$ cat src/rtl/silly_mask_sequencer.sv
// silly_mask_sequencer
//
// Drives the 8-bit AND-mask applied to the divided-clock taps. It replaces the
// static ui_in-to-mask path with a timed, looping pattern taken from a DEPTH-entry
// table of {mask, dwell} pairs. Entry k is held on mask_out for dwell[k]+1 clocks
// and then the next entry follows with no bubble cycle. After entry DEPTH-1 the
// sequence returns to entry 0. The table can only be loaded while the sequencer
// is idle, so the pattern in use cannot change halfway through a run.
//
// Ports:
//   clk       system clock
//   rst_n     asynchronous active-low reset (also clears the table)
//   ui_in     config data: the mask value, or the dwell value (low DWELL_W bits)
//   cfg_we    table write strobe; honoured only in IDLE
//   cfg_addr  table entry to write
//   cfg_sel   0 = write mask[cfg_addr], 1 = write dwell[cfg_addr]
//   run       level; 1 = sequence, 0 = idle
//   mask_out  current mask to the AND stage (registered)
//   step_idx  index of the entry currently on mask_out (registered)
//   busy      high while sequencing
//   seq_wrap  one-cycle pulse when entry 0 is re-entered by wrap-around
//
// State table:
//   state | meaning
//   IDLE  | outputs parked at zero; table writable; waits for run=1
//   RUN   | stepping through the table; table write-protected

module silly_mask_sequencer #(
  parameter int DEPTH   = 4,
  parameter int DWELL_W = 8,
  localparam int IW     = $clog2(DEPTH)
) (
  input  logic          clk,
  input  logic          rst_n,
  input  logic [7:0]    ui_in,
  input  logic          cfg_we,
  input  logic [IW-1:0] cfg_addr,
  input  logic          cfg_sel,
  input  logic          run,
  output logic [7:0]    mask_out,
  output logic [IW-1:0] step_idx,
  output logic          busy,
  output logic          seq_wrap
);

  // Number of ui_in bits that reach a dwell entry; wider counters are zero-extended.
  localparam int UW = (DWELL_W < 8) ? DWELL_W : 8;

  typedef enum logic {
    IDLE = 1'b0,
    RUN  = 1'b1
  } state_t;

  state_t state;
  state_t state_nxt;

  logic [7:0]         mask_tbl  [DEPTH];
  logic [DWELL_W-1:0] dwell_tbl [DEPTH];

  logic [DWELL_W-1:0] cnt;
  logic [DWELL_W-1:0] cnt_nxt;
  logic [7:0]         mask_nxt;
  logic [IW-1:0]      idx_nxt;
  logic               busy_nxt;
  logic               wrap_nxt;

  logic [IW-1:0]      adv_idx;
  logic               tbl_we;
  logic [DWELL_W-1:0] dwell_wdata;

  // DEPTH is a power of two, so the natural overflow of the adder gives the
  // wrap from DEPTH-1 back to 0.
  assign adv_idx     = step_idx + IW'(1);
  assign tbl_we      = (state == IDLE) && cfg_we;
  assign dwell_wdata = DWELL_W'(ui_in[UW-1:0]);

  always_comb begin
    state_nxt = state;
    mask_nxt  = mask_out;
    idx_nxt   = step_idx;
    cnt_nxt   = cnt;
    busy_nxt  = busy;
    wrap_nxt  = 1'b0;

    case (state)
      IDLE: begin
        mask_nxt = 8'h00;
        idx_nxt  = '0;
        busy_nxt = 1'b0;
        if (run) begin
          state_nxt = RUN;
          mask_nxt  = mask_tbl[0];
          idx_nxt   = '0;
          cnt_nxt   = dwell_tbl[0];
          busy_nxt  = 1'b1;
        end
      end

      RUN: begin
        // Dropping run wins over an advance that falls due on the same edge,
        // so a stop never produces a wrap pulse.
        if (!run) begin
          state_nxt = IDLE;
          mask_nxt  = 8'h00;
          idx_nxt   = '0;
          busy_nxt  = 1'b0;
        end else if (cnt != '0) begin
          cnt_nxt = cnt - DWELL_W'(1);
        end else begin
          mask_nxt = mask_tbl[adv_idx];
          idx_nxt  = adv_idx;
          cnt_nxt  = dwell_tbl[adv_idx];
          wrap_nxt = (adv_idx == '0);
        end
      end

      default: begin
        state_nxt = IDLE;
        mask_nxt  = 8'h00;
        idx_nxt   = '0;
        busy_nxt  = 1'b0;
      end
    endcase
  end

  always_ff @(posedge clk or negedge rst_n) begin
    if (!rst_n) begin
      state    <= IDLE;
      mask_out <= 8'h00;
      step_idx <= '0;
      cnt      <= '0;
      busy     <= 1'b0;
      seq_wrap <= 1'b0;
    end else begin
      state    <= state_nxt;
      mask_out <= mask_nxt;
      step_idx <= idx_nxt;
      cnt      <= cnt_nxt;
      busy     <= busy_nxt;
      seq_wrap <= wrap_nxt;
    end
  end

  always_ff @(posedge clk or negedge rst_n) begin
    if (!rst_n) begin
      for (int i = 0; i < DEPTH; i++) begin
        mask_tbl[i]  <= 8'h00;
        dwell_tbl[i] <= '0;
      end
    end else if (tbl_we) begin
      if (cfg_sel) begin
        dwell_tbl[cfg_addr] <= dwell_wdata;
      end else begin
        mask_tbl[cfg_addr] <= ui_in;
      end
    end
  end

endmodule

$ cat config.mk
export PLATFORM = sky130hd
export DESIGN_NAME = silly_mask_sequencer
export DESIGN_NICKNAME = d
export VERILOG_FILES = /design/src/rtl/silly_mask_sequencer.sv
export SDC_FILE = /design/constraint.sdc
export NUM_CORES = 1
export LEC_CHECK = 0
export ABC_AREA = 1
export BUFFER_PORTS_ARGS = -buffer_cell sky130_fd_sc_hd__buf_2
export CAP_MARGIN = 30
export CORE_MARGIN = 4
export CORE_UTILIZATION = 33
export DETAILED_ROUTE_END_ITERATION = 10
export PLACE_DENSITY = 0.58
export SLEW_MARGIN = 5
export SYNTH_ARGS = -nofsm -noshare
export SYNTH_HDL_FRONTEND = slang
export SYNTH_SLANG_ARGS = --single-unit
$ cat constraint.sdc
create_clock -name clk -period 1.9 [get_ports clk]
set_clock_uncertainty 0.05 [all_clocks]
set_input_delay 0.095 -clock clk [delete_from_list [all_inputs] [get_ports clk]]
set_output_delay 0.095 -clock clk [all_outputs]
set_load 0.01 [all_outputs]
==> impl_metrics.tcl, run 1 <==
set metrics [dict create \
    cts_setup_buffers 0 \
    clock.fmax_ghz 0.590 \
    p_leak_nw 2.27 \
    final_cell_mix "nand2_1, dfrtp_1, o21ai_0" \
    grt_pass1_wl_mm 16.8 \
    power-per-cell-area_nw_per_um2 1080 \
    drv_slew 0 \
    drc 0 \
    yosys_warnings 0 \
    fin_cells 698 \
    die_h_um 119 \
    drt-wirelength-per-cell_um 13.8 \
    coreArea_um2 12000 \
    portBuffers 26 \
    fillers 1215 \
    grt-ovfl-total 0 \
    cts_sinks 85 \
    critical_path_class "flip-flop to flip-flop" \
    r2r-end "cnt[2]" \
    max_slew_margin_pct 64.8 \
    final_layout_size_suffix_gt1_share_pct 11.1 \
    irDropWorstVdd_mv 0.432 \
    critPathArrivalTime_ns 1.86 \
    crit_path_max_incr_delay_ns 0.39 \
    final_area_um2 4770 \
    post-route-min-period_ns 1.69 \
    worst-path-buf-inv 3 \
    nets 564 \
    postPlaceCellArea_um2 4350 \
    clk_latency_ns 0.34 \
    cts_buffers 9 \
    reg2reg_depth 9 \
    drt_iter0_drc 202 \
    routed_wirelength_mm 9.63 \
    maxCapViolCount 0 \
    hp-class "primary input to asynchronous set/reset pin" \
    postRouteAntennaNets 0 \
    worst_pin_slew_ns 0.527 \
    r2r_start "cnt[0]" \
    clock-root-buffer "clkbuf_16" \
    hold_violations 0 \
    mostFrequentLayoutCell "nand2_1" \
    dp_hpwl_mm 6.84 \
    crit_chain "inv_1 -> ha_1 -> inv_1 -> nor2_1 -> nand2_2 -> nand2_4 -> inv_1 -> nand2_1 -> nand4_1" \
    boundaryPins 27 \
    ys_seq_area_share_pct 52.5 \
    rsz0062_at_grt "false" \
    rows 40 \
    htree_levels 3 \
    gp_congestion 0.797 \
    end_kind "flip-flop" \
    clk_pin_slew_ns 0.06 \
    cts_tree "yes" \
    synth_nets 528 \
    antenna_found_initial 0 \
    worstPathMaxFanout 17 \
    drtPass1Iterations 4 \
    worstSetupStartpointType "flip-flop" \
    clk_path_buf_depth 2 \
    die_w_um 119 \
    synthCells 510 \
    cpMostUsedCell "inv_1" \
    critical_path.top_delay_family "simple AND/OR/NAND/NOR gates" \
    synth_area_per_cell_um2 7.95 \
    die_area_um2 14100 \
    place_inst 672 \
    ys_types 23 \
    start_util_pct 33.8 \
    slowest_stage "dfrtp_1" \
    power_mw 5.17 \
    synthesis.area_um2 4050 \
    grt_max_degree 86 \
    vias 3271 \
    fin_tns_setup_ns 0 \
    finalSetupViolCount 0 \
    critPathRequiredTime_ns 2.07 \
    grt_pass1_vias 3192 \
    holdWs_ns 0.261 \
    timing.final.crit_share_pct 89.1 \
    synthToLayoutAreaGrowth_pct 17.7 \
    ys_seq_elements 85 \
    vias_per_cell 4.69 \
    rrSetupSlack_ns 0.21 \
    diodes 0 \
    status "complete, no violations" \
    track_usage_pct 14.9 \
]
-- cell type report --
| cell class | count | area, µm² | area share, % |
|---|---|---|---|
| Inverter | 47 | 176 | 3.70 |
| Sequential cell | 85 | 2130 | 44.6 |
| Tap cell | 147 | 184 | 3.86 |
| Multi-Input combinational cell | 357 | 1630 | 34.3 |
| Clock inverter | 6 | 87.6 | 1.84 |
| Timing Repair Buffer | 46 | 333 | 6.98 |
| Clock buffer | 10 | 229 | 4.80 |
-- power breakdown --
group          internal [mW]  total (mW)  switching (mW)
combinational          0.351       0.910           0.560
sequential              2.18        2.40           0.222
clock                   1.15        1.86           0.709
-- worst max path at each step --
stage                     slack (ns)  cells past startpoint        start           to
after floorplan                 0.30                      8  step_idx[0]  mask_out[4]
after global placement          0.26                      9       cnt[0]  step_idx[1]
after detailed placement        0.20                      9       cnt[0]       cnt[2]
after CTS                       0.19                      9       cnt[0]       cnt[2]
after global routing           0.006                      5        state  mask_tbl[7]
final                           0.21                      9       cnt[0]       cnt[2]
-- kinds of logic after synthesis --
group	after synthesis	share of synthesized area, %
AOI/OAI and AO/OA	121	15.8
xor gates and xnor gates	2	0.432
adders and majority gates	3	0.926
buffers and inverters	68	7.22
DFF	85	52.5
and+or+nand+nor	231	23.1
-- what timing repair did --
action	CTS	global route
resized for setup	0	0
hold endpoints to repair	103	0
hold buffers	10	0
-- through the flow --
stage / setup slack, ns / utilization, %
global route: 0.00591 / 39.7
global placement: 0.259 / 36.3
CTS: 0.187 / 39.7
finish: 0.206 / 39.7
detailed placement: 0.201 / 36.3
floorplan: 0.305 / -
-- Yosys cell counts --
cell	number	area share, %
a21oi_1	24	3.0
a31oi_1	9	1.4
buf_2	12	1.5
buf_4	2	0.37
buf_6	2	0.56
clkbuf_1	5	0.46
dfrtp_1	85	52
ha_1	3	0.93
inv_1	45	4.2
inv_2	2	0.19
nand2_1	140	13
nand2_2	1	0.15
nand2_4	1	0.28
nand3_1	13	1.6
nand3_2	1	0.25
nand4_1	2	0.31
nor2_1	68	6.3
nor2_2	3	0.46
nor3_4	2	0.80
o211ai_1	8	1.5
o21ai_0	76	9.4
o22ai_1	4	0.62
xor2_1	2	0.43
-- worst reg2reg max path, cell delays in order (launching register included) --
cell     delay (ns)
dfrtp_1        0.39
inv_1          0.14
ha_1           0.19
inv_1          0.05
nor2_1         0.13
nand2_2        0.17
nand2_4        0.20
inv_1          0.10
nand2_1        0.06
nand4_1        0.08
-- metal layers --
layer / part of all wire [%] / up-vias / GRT usage, %
met4: 1.8 / 0 / 6.44
li1: - / 1715 / -
met1: 52 / 1481 / 22.2
met5: 0 / - / 0
met2: 43 / 65 / 21.1
met3: 3.8 / 10 / 2.80
-- state kept, by name, summed over array words and instances (netlist names) --
| name | cells |
|---|---|
| cnt | 8 |
| seq_wrap | 1 |
| step_idx | 2 |
| busy | 1 |
| dwell_tbl | 32 |
| mask_tbl | 32 |
| mask_out | 8 |
| state | 1 |
Power figures use the tool's default switching activity.
==> inputs of run 2 (changes only) <==
--- a/config.mk
+++ b/config.mk
@@ -12,6 +12,7 @@
 export CORE_UTILIZATION = 33
 export DETAILED_ROUTE_END_ITERATION = 10
 export PLACE_DENSITY = 0.58
+export RECOVER_POWER = 50
 export SLEW_MARGIN = 5
 export SYNTH_ARGS = -nofsm -noshare
 export SYNTH_HDL_FRONTEND = slang
==> run 2 against run 1 <==
Clock power hardly changed. Critical endpoint unchanged. Register-to-register slack about the same. Hold slack better by 0.0018 ns. Cell area is 0.39% lower. Count of clock-buffer cells in the layout stayed put. Critical path depth is the same. Setup slack got worse by 0.00090 ns. Non-clock buffer count did not move. Via count grew 1.6%. Sequential share of layout area grew 0.18 points. Critical path type unchanged. First-iteration DRC count rose by 5.4%. Global-route usage is the same.
==> impl_metrics.tcl, run 2 (synthesis results as in run 1) <==
set metrics [dict create \
    r2r-end "cnt[2]" \
    grt_pass1_wl_mm 16.8 \
    status "complete, no violations" \
    vias_per_cell 4.76 \
    worstSetupStartpointType "flip-flop" \
    drv_slew 0 \
    postRouteAntennaNets 0 \
    startpoint "cnt[0]" \
    mostFrequentLayoutCell "nand2_1" \
    critical_path_class "flip-flop to flip-flop" \
    crit_chain "inv_1 -> ha_1 -> inv_1 -> nor2_1 -> nand2_2 -> nand2_4 -> inv_1 -> nand2_1 -> nand4_1" \
    cpMostUsedCell "inv_1" \
    r2r_start "cnt[0]" \
    rrSetupSlack_ns 0.21 \
    clk_path_buf_depth 2 \
    power-per-cell-area_nw_per_um2 1090 \
    nets 564 \
    critPathRequiredTime_ns 2.07 \
    holdWs_ns 0.263 \
    die_area_um2 14100 \
    worstPathMaxFanout 17 \
    irDropWorstVdd_mv 0.432 \
    grt_pass1_vias 3192 \
    top_regs "dwell_tbl x32, mask_tbl x32" \
    grtUsageMet3_pct 2.80 \
    finalSetupViolCount 0 \
    p_clk_share_pct 36.0 \
    cts_sinks 85 \
    use_met2_pct 21.1 \
    dp_hpwl_mm 6.84 \
    clk_latency_ns 0.34 \
    end_kind "flip-flop" \
    rsz0062_at_grt "false" \
    place_inst 672 \
    grt_use_met1_pct 22.2 \
    synthToLayoutAreaGrowth_pct 17.2 \
    post-route-min-period_ns 1.69 \
    maxCapViolCount 0 \
    drtPass1Iterations 5 \
    reg2reg_depth 9 \
    clock.fmax_ghz 0.590 \
    antenna_found_initial 0 \
    p_sw_mw 1.50 \
    start_util_pct 33.8 \
    crit_path_max_incr_delay_ns 0.39 \
    final_layout_size_suffix_gt1_share_pct 10.2 \
    final_cell_mix "nand2_1, dfrtp_1, o21ai_0" \
    portBuffers 26 \
    grt_max_degree 86 \
    gp_congestion 0.797 \
    coreArea_um2 12000 \
    cts_tree "yes" \
    fin_tns_setup_ns 0 \
    die_h_um 119 \
    rows 40 \
    clk_pin_slew_ns 0.06 \
    slowest_stage "dfrtp_1" \
    p_seq_share_pct 46.5 \
    htree_levels 3 \
    drc 0 \
    drt-wirelength-per-cell_um 13.9 \
    fin_cells 698 \
    drt_iter0_drc 213 \
    critical_path.top_delay_family "simple AND/OR/NAND/NOR gates" \
    die_w_um 119 \
    timing.final.crit_share_pct 89.2 \
    cp_num_cells 9 \
    power.internal_mw 3.67 \
    hold_violations 0 \
    critPathCapture "cnt[2]" \
    grt-ovfl-total 0 \
    power_switching_share_pct 29.0 \
    clock-root-buffer "clkbuf_16" \
    diodes 0 \
    p_leak_nw 2.24 \
    worst-path-buf-inv 3 \
    top_usage_layer "met1" \
    boundaryPins 27 \
    vias 3324 \
    p_comb_share_pct 17.5 \
    routed_wirelength_mm 9.70 \
    track_usage_pct 14.9 \
    max_slew_margin_pct 23.6 \
    fillers 1218 \
    critPathArrivalTime_ns 1.86 \
    hp-class "primary input to flip-flop" \
    worst_pin_slew_ns 1.15 \
    cts_buffers 9 \
]
[run 2: final cells by class]
type	instances	area [µm²]	area share (%)
sequential	85	2130	44.8
multi-input combinational	357	1630	34.4
tap	147	184	3.87
clock inverter	6	87.6	1.84
timing repair buffer	46	314	6.61
inverter	47	176	3.71
clock buffer	10	229	4.82
[run 2: worst min path at each step]
stage / from / endpoint / slack (ns) / cells after the start
after detailed placement: rst_n / dwell_tbl[6] / 0.12 / 2
final: cfg_sel / mask_tbl[13] / 0.26 / 5
after global placement: rst_n / dwell_tbl[30] / 0.12 / 2
after global routing: cfg_addr[0] / dwell_tbl[29] / 0.29 / 5
after floorplan: rst_n / busy / -0.25 / 0
after CTS: cfg_sel / mask_tbl[13] / 0.25 / 5
[run 2: repair_timing]
action                    4_1_cts  5_1_grt
gates resized for setup         0        0
hold endpoints to repair      103        0
hold buffers                   10        0
buffers inserted                0        0
[run 2: metrics by stage]
stage | total power, mW | area (µm²) | util (%) | setup slack [ns]
final | 5.17 | 4750 | 39.6 | 0.206
after global routing | 5.51 | 4750 | 39.6 | 0.00591
after CTS | 5.23 | 4770 | 39.7 | 0.187
after detailed placement | 3.33 | 4350 | 36.3 | 0.201
after global placement | 3.31 | 4350 | 36.3 | 0.259
after floorplan | 3.01 | 4050 | - | 0.305
[run 2: power by group through the flow]
stage                     Sequential [mW]  Clock, mW  Combinational [mW]
final                                2.40       1.86               0.905
after global routing                 2.45       1.99                1.07
after CTS                            2.40       1.91               0.921
after detailed placement             2.43          0               0.900
after global placement               2.43          0               0.884
after floorplan                      2.37          0               0.638
[run 2: worst register-to-register path, cell delays in order (launching register included)]
cell     delay, ns
dfrtp_1       0.39
inv_1         0.14
ha_1          0.19
inv_1         0.05
nor2_1        0.13
nand2_2       0.17
nand2_4       0.21
inv_1         0.10
nand2_1       0.07
nand4_1       0.08
[run 2: metal layers]
metal	part of all wire, %	up-vias
li1	-	1714
met2	42	67
met5	0	-
met4	2.1	0
met3	3.2	12
met1	53	1531
==> inputs of run 3 (changes only) <==
--- a/config.mk
+++ b/config.mk
@@ -5,7 +5,8 @@
 export SDC_FILE = /design/constraint.sdc
 export NUM_CORES = 1
 export LEC_CHECK = 0
-export ABC_AREA = 1
+export ABC_AREA = 0
+export ABC_CLOCK_PERIOD_IN_PS = 1900
 export BUFFER_PORTS_ARGS = -buffer_cell sky130_fd_sc_hd__buf_2
 export CAP_MARGIN = 30
 export CORE_MARGIN = 4
==> run 3 against run 2 <==
Maximum frequency decreased by 4.8%. Critical path depth decreased by 4. Sequential power increased by 2%. First-iteration DRC count decreased by 37%. Synthesized area decreased by 0.52%. Synthesized cell count decreased by 42%. Utilization increased by 0.083 points. Critical endpoint is now cnt[6]. Largest cell class unchanged. Largest power group unchanged.
==> impl_metrics.tcl, run 3 <==
set metrics [dict create \
    status "complete, no violations" \
    drc 0 \
    start_util_pct 33.6 \
    yosys_warnings 0 \
    rows 40 \
    clk_latency_ns 0.34 \
    synth_top_area_share_pct 52.7 \
    vias 2568 \
    end_kind "flip-flop" \
    finalSetupViolCount 0 \
    ys_seq_elements 85 \
    diodes 0 \
    drt_iter0_drc 134 \
    synth_top_area_cell "dfrtp_1" \
    clock.fmax_ghz 0.562 \
    wl_met3_um 210 \
    hold_violations 0 \
    worst_pin_slew_ns 0.935 \
    die_area_um2 14100 \
    clk_path_buf_depth 2 \
    die_h_um 119 \
    rsz0062_at_grt "false" \
    multi_input_area_um2 1800 \
    post-route-min-period_ns 1.78 \
    dr_wl_met2_mm 4.47 \
    place_ws_ns 0.0321 \
    grt-ovfl-total 0 \
    synth.most_common_cell "dfrtp_1" \
    synth.top_cells.by_area "dfrtp_1, mux2_2, mux4_2, nand2_1, a31oi_1" \
    clock-root-buffer "clkbuf_16" \
    wl_met1_mm 4.19 \
    synthToLayoutAreaGrowth_pct 18.1 \
    synthCells 296 \
    p_leak_nw 2.01 \
    worstPathMaxFanout 4 \
    cts_tree "yes" \
    async_flop_share_pct 100 \
    synth_commonest_cells "dfrtp_1, mux2_2, nand2_1" \
    ys_types 40 \
    maxCapViolCount 0 \
    nets 358 \
    fillers 1156 \
    routed.top_layer "met4" \
    routed_wirelength_mm 9.00 \
    mostFrequentLayoutCell "dfrtp_1" \
    critPathRequiredTime_ns 2.04 \
    irDropWorstVdd_mv 0.402 \
    portBuffers 26 \
    fin_tns_setup_ns 0 \
    boundaryPins 27 \
    htree_levels 3 \
    synthFlopType "dfrtp_1" \
    synth_nets 314 \
    worstSetupStartpointType "flip-flop" \
    synth_enable_flop_cells 0 \
    grt_pass1_wl_mm 15.0 \
    drv_slew 0 \
    drt-wirelength-per-cell_um 18.3 \
    dp_hpwl_mm 6.23 \
    synthesis.area_um2 4030 \
    timing.final.crit_share_pct 93.7 \
    critPathArrivalTime_ns 1.92 \
    critical_path_class "flip-flop to flip-flop" \
    top_regs "dwell_tbl x32, mask_tbl x32" \
    grt_pass1_vias 2682 \
    power-per-cell-area_nw_per_um2 1060 \
    cts_buffers 9 \
    ys_seq_area_share_pct 52.7 \
    fin_ws_ns 0.120 \
    drtPass1Iterations 4 \
    gp_congestion 0.791 \
    cts_sinks 85 \
    final_layout_size_suffix_gt1_share_pct 41.7 \
    seq_area_um2 2130 \
    final_cell_mix "dfrtp_1, mux2_2, nand2_1" \
    clk_pin_slew_ns 0.06 \
    antenna_found_initial 0 \
    die_w_um 119 \
    synth_area_per_cell_um2 13.6 \
    hp-class "primary input to flip-flop" \
    track_usage_pct 13.6 \
    max_slew_margin_pct 37.7 \
    postRouteAntennaNets 0 \
    coreArea_um2 12000 \
    vias_per_cell 5.22 \
    grt_max_degree 51 \
]
[run 3: cell types whose count changed in the layout (fill, tap and decap cells not counted), moves of 9 or more]
cell           before  now
a21oi_1            24    5
buf_4               8   20
dlygate4sd3_1      10    1
inv_1              45    4
mux2_2              0   66
mux4_2              0   14
nand2_1           140   25
nor2_1             68    7
o21ai_0            76    9
[run 3: critical path, cell delays in order (launching register included)]
cell      delay (ns)
dfrtp_1         0.44
buf_12          0.14
mux4_2          0.49
mux2_2          0.27
o211ai_1        0.15
a31oi_1         0.10
[run 3: metal layers]
metal  GRT usage [%]  up-vias
met4            4.63        0
met5               0        -
met1            18.5     1330
li1                -     1187
met3            2.49       12
met2            22.0       39
[run 3: through the flow]
step | instances | cell area (µm²) | power, mW | hold WS [ns] | utilization, %
after CTS | 490 | 4730 | 5.08 | 0.0174 | 39.3
final | 492 | 4760 | 5.05 | 0.0271 | 39.6
after global placement | 473 | 4440 | 3.41 | 0.0440 | 37.0
after floorplan | 296 | 4040 | 3.14 | -0.251 | -
after detailed placement | 473 | 4440 | 3.45 | 0.0434 | 37.0
after global routing | 492 | 4760 | 5.33 | 0.0286 | 39.6
[run 3: kinds of logic (layout without fill, tap and decap cells)]
kind of cell / count (synthesis) / count (layout) / synth area share, %
and+or+nand+nor: 59 / 59 / 8.22
buffers and inverters: 22 / 71 / 3.10
DFF: 85 / 85 / 52.7
AOI/OAI and AO/OA: 39 / 39 / 6.08
muxes: 84 / 84 / 28.0
adders and majority gates: 3 / 3 / 0.931
xor gates and xnor gates: 4 / 4 / 0.869
[run 3: worst paths after layout]
| path | endpoint | slack (ns) | from | cells after the start |
|---|---|---|---|---|
| max | cnt[6] | 0.12 | step_idx[0] | 5 |
| min | state | 0.03 | run | 1 |
| max reg2reg | cnt[6] | 0.12 | step_idx[0] | 5 |
| min reg2reg | busy | 0.44 | busy | 1 |
| max in group asynchronous | cnt[1] | 0.65 | rst_n | 3 |
| min in group asynchronous | state | 0.38 | rst_n | 2 |
[run 3: final cells by class]
| type | count | share of cell area (%) |
|---|---|---|
| inverters | 4 | 0.315 |
| clock buffers | 9 | 4.73 |
| clock inverters | 7 | 1.02 |
| repair buffers | 51 | 7.51 |
| flip-flops and latches | 85 | 44.7 |
| multi-input cells | 189 | 37.9 |
| well taps | 147 | 3.86 |
[run 3: power by group]
part	internal, mW	leakage (nW)	switching [mW]
Combinational	0.585	0.815	0.401
Sequential	2.19	1.06	0.255
Clock	0.890	0.136	0.733
[run 3: repair_timing]
item | CTS | global route
setup endpoints to repair | 0 | 18
gates resized for setup | 0 | 4
buffers inserted | 0 | 2
endpoints found under the hold margin | 35 | 0
hold buffers | 1 | 0
